[config.mk]
export PLATFORM = sky130hd
export DESIGN_NAME = sync_fifo_flags_flat
export DESIGN_NICKNAME = d
export VERILOG_FILES = /design/src/rtl/sync_fifo_flags_if.sv /design/src/rtl/sync_fifo_flags.sv /design/src/flat_wrapper.sv
export SDC_FILE = /design/constraint.sdc
export NUM_CORES = 1
export LEC_CHECK = 0
export ABC_AREA = 1
export ABC_CLOCK_PERIOD_IN_PS = 4110
export BUFFER_PORTS_ARGS = -buffer_cell sky130_fd_sc_hd__buf_2
export CAP_MARGIN = 20
export CORE_MARGIN = 5
export CORE_UTILIZATION = 50
export DETAILED_ROUTE_END_ITERATION = 8
export PLACE_DENSITY = 0.66
export SKIP_CTS_REPAIR_TIMING = 1
export SLEW_MARGIN = 20
export SYNTH_ARGS = -nofsm -noshare
export SYNTH_HDL_FRONTEND = slang
export SYNTH_SLANG_ARGS = --single-unit
[constraint.sdc]
create_clock -name clk -period 4.11 [get_ports clk]
set_input_delay 0.411 -clock clk [delete_from_list [all_inputs] [get_ports clk]]
set_output_delay 0.411 -clock clk [all_outputs]
set_load 0.005 [all_outputs]
[src/rtl/sync_fifo_flags_if.sv]
// Write/read handshake, status flags and sticky errors of sync_fifo_flags.
interface sync_fifo_flags_if #(
  parameter int Addr_width = 5,
  parameter int Data_width = 8
);
  logic                  Wr_enable;
  logic [Data_width-1:0] data_in;
  logic                  Read_enable;
  logic [Data_width-1:0] data_out;
  logic                  err_clr;
  logic                  full;
  logic                  empty;
  logic                  almost_full;
  logic                  almost_empty;
  logic [Addr_width:0]   count;
  logic                  overflow;
  logic                  underflow;

  modport master (
    output Wr_enable, data_in, Read_enable, err_clr,
    input  data_out, full, empty, almost_full, almost_empty, count, overflow, underflow
  );

  modport slave (
    input  Wr_enable, data_in, Read_enable, err_clr,
    output data_out, full, empty, almost_full, almost_empty, count, overflow, underflow
  );
endinterface

[src/rtl/sync_fifo_flags.sv]
// Single-clock FIFO with optional FWFT, almost flags, count and sticky errors; flags 1 cycle after the edge.
// No backpressure beyond full/empty: writes while full and reads while empty are dropped and flagged.
module sync_fifo_flags #(
  parameter int Addr_width = 5,
  parameter int Data_width = 8,
  parameter int FWFT       = 0,
  parameter int AF_level   = 28,
  parameter int AE_level   = 4
) (
  input  logic               clk,
  input  logic               rst,
  sync_fifo_flags_if.slave   bus
);
  localparam int DEPTH = 1 << Addr_width;
  localparam logic [Addr_width:0] DEPTH_C = {1'b1, {Addr_width{1'b0}}};
  localparam logic [Addr_width:0] AF_C    = (Addr_width+1)'(AF_level);
  localparam logic [Addr_width:0] AE_C    = (Addr_width+1)'(AE_level);

  logic [Data_width-1:0] mem [DEPTH];
  logic [Addr_width:0]   wr_ptr, rd_ptr, cnt, cnt_nxt;
  logic                  full_q, empty_q, af_q, ae_q, ovf_q, unf_q;
  logic [Data_width-1:0] dout_q, head_dat;
  logic                  wr_acc, rd_acc;

  assign wr_acc   = bus.Wr_enable   & ~full_q;
  assign rd_acc   = bus.Read_enable & ~empty_q;
  assign head_dat = mem[rd_ptr[Addr_width-1:0]];

  always_comb begin
    cnt_nxt = cnt;
    if (wr_acc && !rd_acc)
      cnt_nxt = cnt + 1'b1;
    else if (rd_acc && !wr_acc)
      cnt_nxt = cnt - 1'b1;
  end

  always_ff @(posedge clk) begin
    if (wr_acc)
      mem[wr_ptr[Addr_width-1:0]] <= bus.data_in;
  end

  always_ff @(posedge clk or negedge rst) begin
    if (!rst) begin
      wr_ptr  <= '0;
      rd_ptr  <= '0;
      cnt     <= '0;
      full_q  <= 1'b0;
      empty_q <= 1'b1;
      af_q    <= 1'b0;
      ae_q    <= 1'b1;
      ovf_q   <= 1'b0;
      unf_q   <= 1'b0;
      dout_q  <= '0;
    end else begin
      if (wr_acc)
        wr_ptr <= wr_ptr + 1'b1;
      if (rd_acc) begin
        rd_ptr <= rd_ptr + 1'b1;
        dout_q <= head_dat;
      end
      cnt     <= cnt_nxt;
      // Flags come from the next count so they line up with the count register.
      full_q  <= (cnt_nxt == DEPTH_C);
      empty_q <= (cnt_nxt == '0);
      af_q    <= (cnt_nxt >= AF_C);
      ae_q    <= (cnt_nxt <= AE_C);
      // A new error on the same edge as err_clr must survive the clear.
      ovf_q   <= (bus.Wr_enable   & full_q)  | (ovf_q & ~bus.err_clr);
      unf_q   <= (bus.Read_enable & empty_q) | (unf_q & ~bus.err_clr);
    end
  end

  assign bus.data_out     = (FWFT != 0) ? (empty_q ? '0 : head_dat) : dout_q;
  assign bus.full         = full_q;
  assign bus.empty        = empty_q;
  assign bus.almost_full  = af_q;
  assign bus.almost_empty = ae_q;
  assign bus.count        = cnt;
  assign bus.overflow     = ovf_q;
  assign bus.underflow    = unf_q;
endmodule

[src/flat_wrapper.sv]
// flat-port wrapper written by rule: the top's interface ports become plain ports
module sync_fifo_flags_flat 
#(
  parameter int Addr_width = 5,
  parameter int Data_width = 8,
  parameter int FWFT       = 0,
  parameter int AF_level   = 28,
  parameter int AE_level   = 4
)
  (clk, rst, bus_Wr_enable, bus_data_in, bus_Read_enable, bus_err_clr, bus_data_out, bus_full, bus_empty, bus_almost_full, bus_almost_empty, bus_count, bus_overflow, bus_underflow);
  sync_fifo_flags_if #(.Addr_width(Addr_width), .Data_width(Data_width)) bus_i ();
  input  logic clk;
  input  logic rst;
  input wire logic [$bits(bus_i.Wr_enable)-1:0] bus_Wr_enable;
  input wire logic [$bits(bus_i.data_in)-1:0] bus_data_in;
  input wire logic [$bits(bus_i.Read_enable)-1:0] bus_Read_enable;
  input wire logic [$bits(bus_i.err_clr)-1:0] bus_err_clr;
  output wire logic [$bits(bus_i.data_out)-1:0] bus_data_out;
  output wire logic [$bits(bus_i.full)-1:0] bus_full;
  output wire logic [$bits(bus_i.empty)-1:0] bus_empty;
  output wire logic [$bits(bus_i.almost_full)-1:0] bus_almost_full;
  output wire logic [$bits(bus_i.almost_empty)-1:0] bus_almost_empty;
  output wire logic [$bits(bus_i.count)-1:0] bus_count;
  output wire logic [$bits(bus_i.overflow)-1:0] bus_overflow;
  output wire logic [$bits(bus_i.underflow)-1:0] bus_underflow;
  assign bus_i.Wr_enable = bus_Wr_enable;
  assign bus_i.data_in = bus_data_in;
  assign bus_i.Read_enable = bus_Read_enable;
  assign bus_i.err_clr = bus_err_clr;
  assign bus_data_out = bus_i.data_out;
  assign bus_full = bus_i.full;
  assign bus_empty = bus_i.empty;
  assign bus_almost_full = bus_i.almost_full;
  assign bus_almost_empty = bus_i.almost_empty;
  assign bus_count = bus_i.count;
  assign bus_overflow = bus_i.overflow;
  assign bus_underflow = bus_i.underflow;
  sync_fifo_flags #(.Addr_width(Addr_width), .Data_width(Data_width), .FWFT(FWFT), .AF_level(AF_level), .AE_level(AE_level)) u_core (.clk(clk), .rst(rst), .bus(bus_i));
endmodule
==> results.txt, run 1 <==
The signed area change from the synthesized netlist to the final layout came out at 11.07%. The number of inserted diodes came out at 0. For the worst setup path, the data required time is 4.59 ns. The max-slew violation count came out at 0.

Summing all non-filler instances in the final layout gives an area of 13250 sq um. The detailed-route wire length per cell is 18.99 um. The post-placement cell area is 12290 sq um.

The total clock buffers created by CTS came out at 29. The width of the die is 164.4 um. The data arrival time of the critical path is 3.00 ns. At the placement stage, the worst setup path has a slack of 1.597 ns.

The critical-path cell with the highest stage delay is sky130_fd_sc_hd__dfrtp_4. The largest single stage delay on the critical path is 0.98 ns. The max-capacitance violation count came out at 0. Routability-driven placement finished with a final weighted congestion of 0.8747.

The count of mapped cells out of synthesis came out at 1058. The number of I/O port buffers is 32. The clock skew came out at 0.01486 ns. The overall die height came out at 164.4 um.

By startpoint and endpoint, the worst setup path is classified as register to register. The leakage power of the design came out at 5.021 nW. The total power density per cell area came out at 700.1 nW/um^2.

The starting density of the core came out at 50.80%. Along the worst path, the maximum fanout reaches 79. The worst max-slew margin expressed relative to the limit is 37.39%. The number of antenna violations at the first check in global routing is 0. For this run, design rule violations remaining after detail routing come to 0. The shortest clock period the worst path allows after layout came out at 2.517 ns. The library cell used most frequently in the layout, excluding fill and tap cells, is sky130_fd_sc_hd__nand2_1. The min-delay analysis places its worst path in the category input port to register.

In this run the standard cell core region covers 23470 sq um. The sink count of the clock tree is 286. After synthesis the cells add up to 11930 sq um. The sum of routed wire length over all layers came out at 26900 um. The library cells used most frequently in the layout, excluding fill and tap cells, are sky130_fd_sc_hd__nand2_1 (377), sky130_fd_sc_hd__edfxtp_1 (256), sky130_fd_sc_hd__nand3_1 (218). STA classifies the critical path endpoint as a register. The maximum clock frequency is 0.3973 GHz.

The count of cell types in the netlist came out at 32. The biggest area contributor in the post-synthesis netlist is sky130_fd_sc_hd__edfxtp_1. The number of placed instances with taps included came out at 1362. The final critical-path setup slack is 1.593 ns. The post-route non-filler standard cell count came out at 1416.

The wire length of the first global-routing pass came out at 41800 um. Cells fill 56.43% of the core in the end. The total power is 9.273 mW. The total of warnings raised by yosys is 0. The synthesis-stage register bit count came out at 286. The per-cell via count in the routed design is 5.417. The die covers 27040 sq um.

The final clock period utilization by the worst path came out at 61.24%. The total nets after synthesis came out at 1078. The synthesized area per cell is 11.27 sq um. The worst hold-check slack is 0.08427 ns. Setup repair after global routing left no endpoint under its margin.

The area share of the leading cell type in the synthesized netlist is 64.46%. The flow ran to the end, and the final reports show no timing, DRC or antenna violations. The total routing usage reported by global routing is 20.19%. The layout filler cell count is 1961.

The detailed-route via count came out at 7671. The final number of hold-violating endpoints is 0. Setup violations remaining at the end of the flow were counted as 0.

The clock transition at the register clock pins on the worst setup and hold paths after CTS came out at 0.06 ns. The half-perimeter wire length after placement came out at 15870 um. Entering global routing, the biggest net connects 85 pins.

The detailed-router iteration count before antenna repair is 6. The number of top-level pins is 33. The setup TNS came out at 0 ns.

The root buffer cell chosen for the clock tree is sky130_fd_sc_hd__clkbuf_16. In this run the register-to-register setup slack is 1.59 ns. TritonCTS built the clock tree.

The total number of nets in the final design came out at 1095. Clock latency on the worst-skew pair, taken at its later pin, is 0.54 ns. The maximum ir drop on the vdd rail is 0.3958 mV.

The deepest level of the CTS H-tree came out at 1. The row count is 56. The total global routing overflow is 0. The initial detailed-routing violation count came out at 769.

The type of origin of the critical path is a register. The number of buffers on the longest clock path is 3. The sequential area share after synthesis came out at 70.78%.

The via count of the first global-routing pass is 7339. The worst-margin pin slew came out at 0.9380 ns. Cells with a size suffix above 1 make up 10.57% of the layout. Ranked by total cell area, the synthesized netlist is headed by sky130_fd_sc_hd__edfxtp_1 (64%), sky130_fd_sc_hd__nand2_1 (12%), sky130_fd_sc_hd__nand3_1 (9.1%). The signal on the critical path passes through buf_4 > nand2_1 > nand3_1 > nand3_1 > nand2_1 > nand2_1 > nand3_1 > nand3_1 > nand2_1. The detail route stage leaves a number of antenna-violating nets equal to 0.
==> worst paths after layout <==
kind / endpoint / cells past startpoint / start
setup / recovery: u_core.bus.data_out[4] / 9 / u_core.rd_ptr[0]
max in group asynchronous: u_core.rd_ptr[0] / 2 / rst
setup reg to reg: u_core.bus.data_out[4] / 9 / u_core.rd_ptr[0]
hold / removal: u_core.bus.underflow / 2 / bus_err_clr
hold reg to reg: u_core.bus.data_out[2] / 2 / u_core.bus.data_out[2]
min in group asynchronous: u_core.bus.almost_full / 2 / rst
==> Yosys cell counts, drive strengths merged <==
cell type,number
nand3b,1
ha,7
o21ai,10
o211ai,3
inv,27
nand4,2
dfrtp,28
nand2,385
clkinv,2
clkbuf,10
a21oi,5
nand3,219
xor2,10
nor3,1
dfstp,2
o22ai,2
edfxtp,256
nor2,44
buf,44
==> flip-flops by register name, summed over array words and instances, names as in the netlist <==
register / cells
u_core.bus.underflow: 1
u_core.bus.almost_full: 1
u_core.bus.almost_empty: 1
u_core.rd_ptr: 5
u_core.wr_ptr: 5
u_core.bus.full: 1
u_core.bus.count: 6
u_core.bus.empty: 1
u_core.bus.data_out: 8
u_core.bus.overflow: 1
u_core.mem: 256
==> worst max-delay path, delay by kind of cell, from the launching register on <==
kind	cells	cell delay [ns]
AND/OR/NAND/NOR	8	0.81
flip-flops	1	0.98
buffers and inverters	1	0.61
==> final cells by class <==
class / instances / area (sq um) / share of cell area [%]
timing repair buffer: 40 / 235.2 / 1.776
tap: 319 / 399.1 / 3.013
sequential: 286 / 8446 / 63.76
clock buffer: 39 / 783.3 / 5.913
inverter: 29 / 111.4 / 0.8407
multi-input combinational: 689 / 3113 / 23.50
clock inverter: 14 / 157.7 / 1.190
==> kinds of logic after synthesis <==
kind of cell	after synthesis	synth area share [%]
xor gates and xnor gates	10	0.7344
AOI/OAI and AO/OA	20	1.070
DFF	286	70.78
adders and majority gates	7	0.7344
buffers and inverters	83	3.116
and+or+nand+nor	652	23.57
==> routing by layer <==
metal / part of all wire (%) / vias to the layer above / track usage [%] / wire length [um]
li1: - / 3682 / - / -
met2: 47 / 250 / 32.15 / 12710
met5: 0 / - / 0 / 0
met3: 6.3 / 58 / 3.344 / 1688
met1: 44 / 3681 / 29.12 / 11730
met4: 2.9 / 0 / 5.747 / 772
==> power breakdown <==
part           internal (mW)  total [mW]  switching (mW)
combinational          0.878        2.91            2.03
clock                   1.53        2.57            1.05
sequential              3.46        3.79           0.327
(Power assumes the default switching activity.)
==> run 2: changes to the inputs <==
Settings changed: ABC_CLOCK_PERIOD_IN_PS 4110 to 2600.
Clock period 4.11 ns to 2.6 ns, I/O delays scaled along.
==> run 2 against run 1 <==
Compared with the run above:
- critical path depth unchanged
- largest cell class unchanged
- routed wire length up 2.7%
- utilization up 1.4 points
- critical path type unchanged
==> results.txt, run 2 (synthesized netlist as in run 1, its figures left out) <==
The detailed-route wire length per cell is 18.97 um. The total routing usage reported by global routing came out at 20.81%. In this run the number of H-tree levels came out at 1. The width of the die is 164.4 um. The placement-stage worst setup slack is 0.7346 ns. By startpoint and endpoint, the worst setup path is classified as register to register. TritonCTS built the clock tree. The clock transition at the register clock pins on the worst setup and hold paths after CTS came out at 0.06 ns. The register with the most flip-flops in the layout has 256 of them. The layout filler cell count came out at 1945.

The number of buffers on the longest clock path is 3. The maximum ir drop on the vdd rail came out at 0.6426 mV. In this run the vertical extent of the chip is 164.4 um.

The number of failing setup endpoints in the final timing report is 0. The sum of routed wire length over all layers is 27620 um. The half-perimeter wire length after placement came out at 16700 um. The worst max-slew margin expressed relative to the limit came out at 49.59%. The sink count of the clock tree is 286.

The clock skew is 0.01266 ns. The max-slew violation count is 0. The leakage power of the design is 5.232 nW. The per-cell via count in the routed design is 5.398. The via count of the first global-routing pass came to 7460. The largest net degree at the start of global routing is 131. The final RePlAce weighted congestion came out at 0.8770. In the layout the commonest cells are sky130_fd_sc_hd__nand2_1 (377), sky130_fd_sc_hd__edfxtp_1 (256), sky130_fd_sc_hd__nand3_1 (218). The post-placement cell area is 12660 sq um. The final critical-path setup slack is 0.7449 ns. The number of antenna violations at the first check in global routing is 0. With fillers left out, the area of the finished cells amounts to 13580 sq um. For this run, the slowest stage of the critical path takes 0.43 ns. The worst setup path is launched from a register.

The final route contains 7860 vias. The worst-margin pin slew is 0.7562 ns. Setup repair after global routing left no endpoint under its margin.

The latest clock arrival within the worst-skew pair came out at 0.54 ns. The shortest clock period the worst path allows after layout came out at 1.855 ns. The first global-routing pass estimated 43060 um of wire. The total power density per cell area is 1089 nW/um^2. The total global routing overflow is 0. The path type of the worst min-delay path is input port to register. The max-capacitance violation count came out at 0. STA classifies the critical path endpoint as a register.

The flow ran to the end, and the final reports show no timing, DRC or antenna violations. The repair_antennas step left the layout with diodes totalling 0. The total clock buffers created by CTS came out at 29.

33 I/O pins were placed. The cell sitting at the root of the clock tree is a sky130_fd_sc_hd__clkbuf_16. Once detail routing completed, the nets flagged for antenna violations numbered 0. The detailed-router iteration count before antenna repair came out at 5.

The largest fanout of any net on the critical path came out at 130. Input and output buffers added on the ports amount to 32. Derived from the worst setup path, the maximum achievable clock frequency is 0.5391 GHz.

Relative to the synthesized area, the layout overhead comes to 13.85%. In the final layout, the share of cells above drive strength 1 is 13.37%. The number of remaining DRC errors came out at 0.

The total number of nets in the final design is 1137. The final clock period utilization by the worst path came out at 71.35%. The data required time of the worst path came out at 3.08 ns. The signal on the critical path passes through buf_12 > nand2_1 > nand3_1 > nand3_1 > nand2_1 > nand2_1 > nand3_1 > nand3_1 > nand2_1.

The largest individual stage delay along the critical path comes from the cell sky130_fd_sc_hd__dfrtp_4. The final number of hold-violating endpoints was 0. The initial detailed-routing violation count is 719. The setup TNS is 0 ns. The commonest non-fill, non-tap cell in the layout is sky130_fd_sc_hd__nand2_1. The starting density of the core is 50.80%. The floorplan step defined a die boundary enclosing 27040 sq um. The row count is 56. The data arrival time of the critical path is 2.33 ns. The area of the core came out at 23470 sq um.
-- run 2: cell count changes in the layout (fill, tap and decap cells not counted) --
cell,delta
sky130_fd_sc_hd__bufinv_16,-1
sky130_fd_sc_hd__clkinvlp_4,+1
sky130_fd_sc_hd__clkinv_4,-1
sky130_fd_sc_hd__inv_6,+1
sky130_fd_sc_hd__inv_2,+1
sky130_fd_sc_hd__buf_12,+5
sky130_fd_sc_hd__dlygate4sd3_1,+1
sky130_fd_sc_hd__clkinv_2,-5
sky130_fd_sc_hd__clkbuf_1,+3
sky130_fd_sc_hd__clkinv_8,-1
sky130_fd_sc_hd__buf_4,+36
-- run 2: routing by layer --
layer | vias up | GRT usage [%] | share of wire (%)
met2 | 262 | 33.79 | 48
met4 | 0 | 4.953 | 2.1
met3 | 47 | 2.246 | 6.1
met5 | - | 0 | 0
met1 | 3790 | 30.65 | 43
li1 | 3761 | - | -
-- run 2: layout make-up --
cell class | count | area (sq um) | area share, %
clock buffer | 42 | 794.5 | 5.852
clock inverter | 9 | 98.84 | 0.7280
inverter | 29 | 110.1 | 0.8110
multi-input combinational | 689 | 3113 | 22.93
sequential | 286 | 8446 | 62.21
tap | 319 | 399.1 | 2.940
timing repair buffer | 82 | 615.6 | 4.534
-- run 2: critical path, delay by kind of cell, from the launching register on --
| family | cells | cell delay, ns |
|---|---|---|
| DFF | 1 | 0.43 |
| buffers and inverters | 1 | 0.41 |
| and+or+nand+nor | 8 | 0.79 |
-- run 2: worst paths after layout --
path / cells after the start / endpoint / slack [ns] / from
max in group asynchronous: 2 / u_core.rd_ptr[0] / 1.72 / rst
min in group asynchronous: 2 / u_core.bus.data_out[7] / 0.33 / rst
setup / recovery: 9 / u_core.bus.data_out[1] / 0.74 / u_core.rd_ptr[0]
hold / removal: 3 / u_core.bus.underflow / 0.01 / bus_Read_enable
setup reg to reg: 9 / u_core.bus.data_out[1] / 0.74 / u_core.rd_ptr[0]
hold reg to reg: 2 / u_core.bus.data_out[7] / 0.47 / u_core.bus.data_out[7]
-- run 2: report_power, final --
| part | leakage (nW) | switching, mW | internal, mW |
|---|---|---|---|
| Combinational | 2.14 | 3.50 | 1.59 |
| Clock | 0.433 | 1.63 | 2.31 |
| Sequential | 2.66 | 0.279 | 5.48 |
| Total | 5.23 | 5.41 | 9.37 |
-- run 2: per-stage QoR --
| step | hold slack (ns) | total power, mW | util [%] | std cells |
|---|---|---|---|---|
| after CTS | -0.2063 | 14.86 | 57.76 | 1454 |
| after floorplan | -0.03559 | 9.167 | - | 1058 |
| after detailed placement | 0.3639 | 10.93 | 53.95 | 1403 |
| final | 0.01279 | 14.78 | 57.84 | 1456 |
| after global routing | 0.02256 | 15.69 | 57.84 | 1456 |
| after global placement | 0.3530 | 10.87 | 53.95 | 1403 |
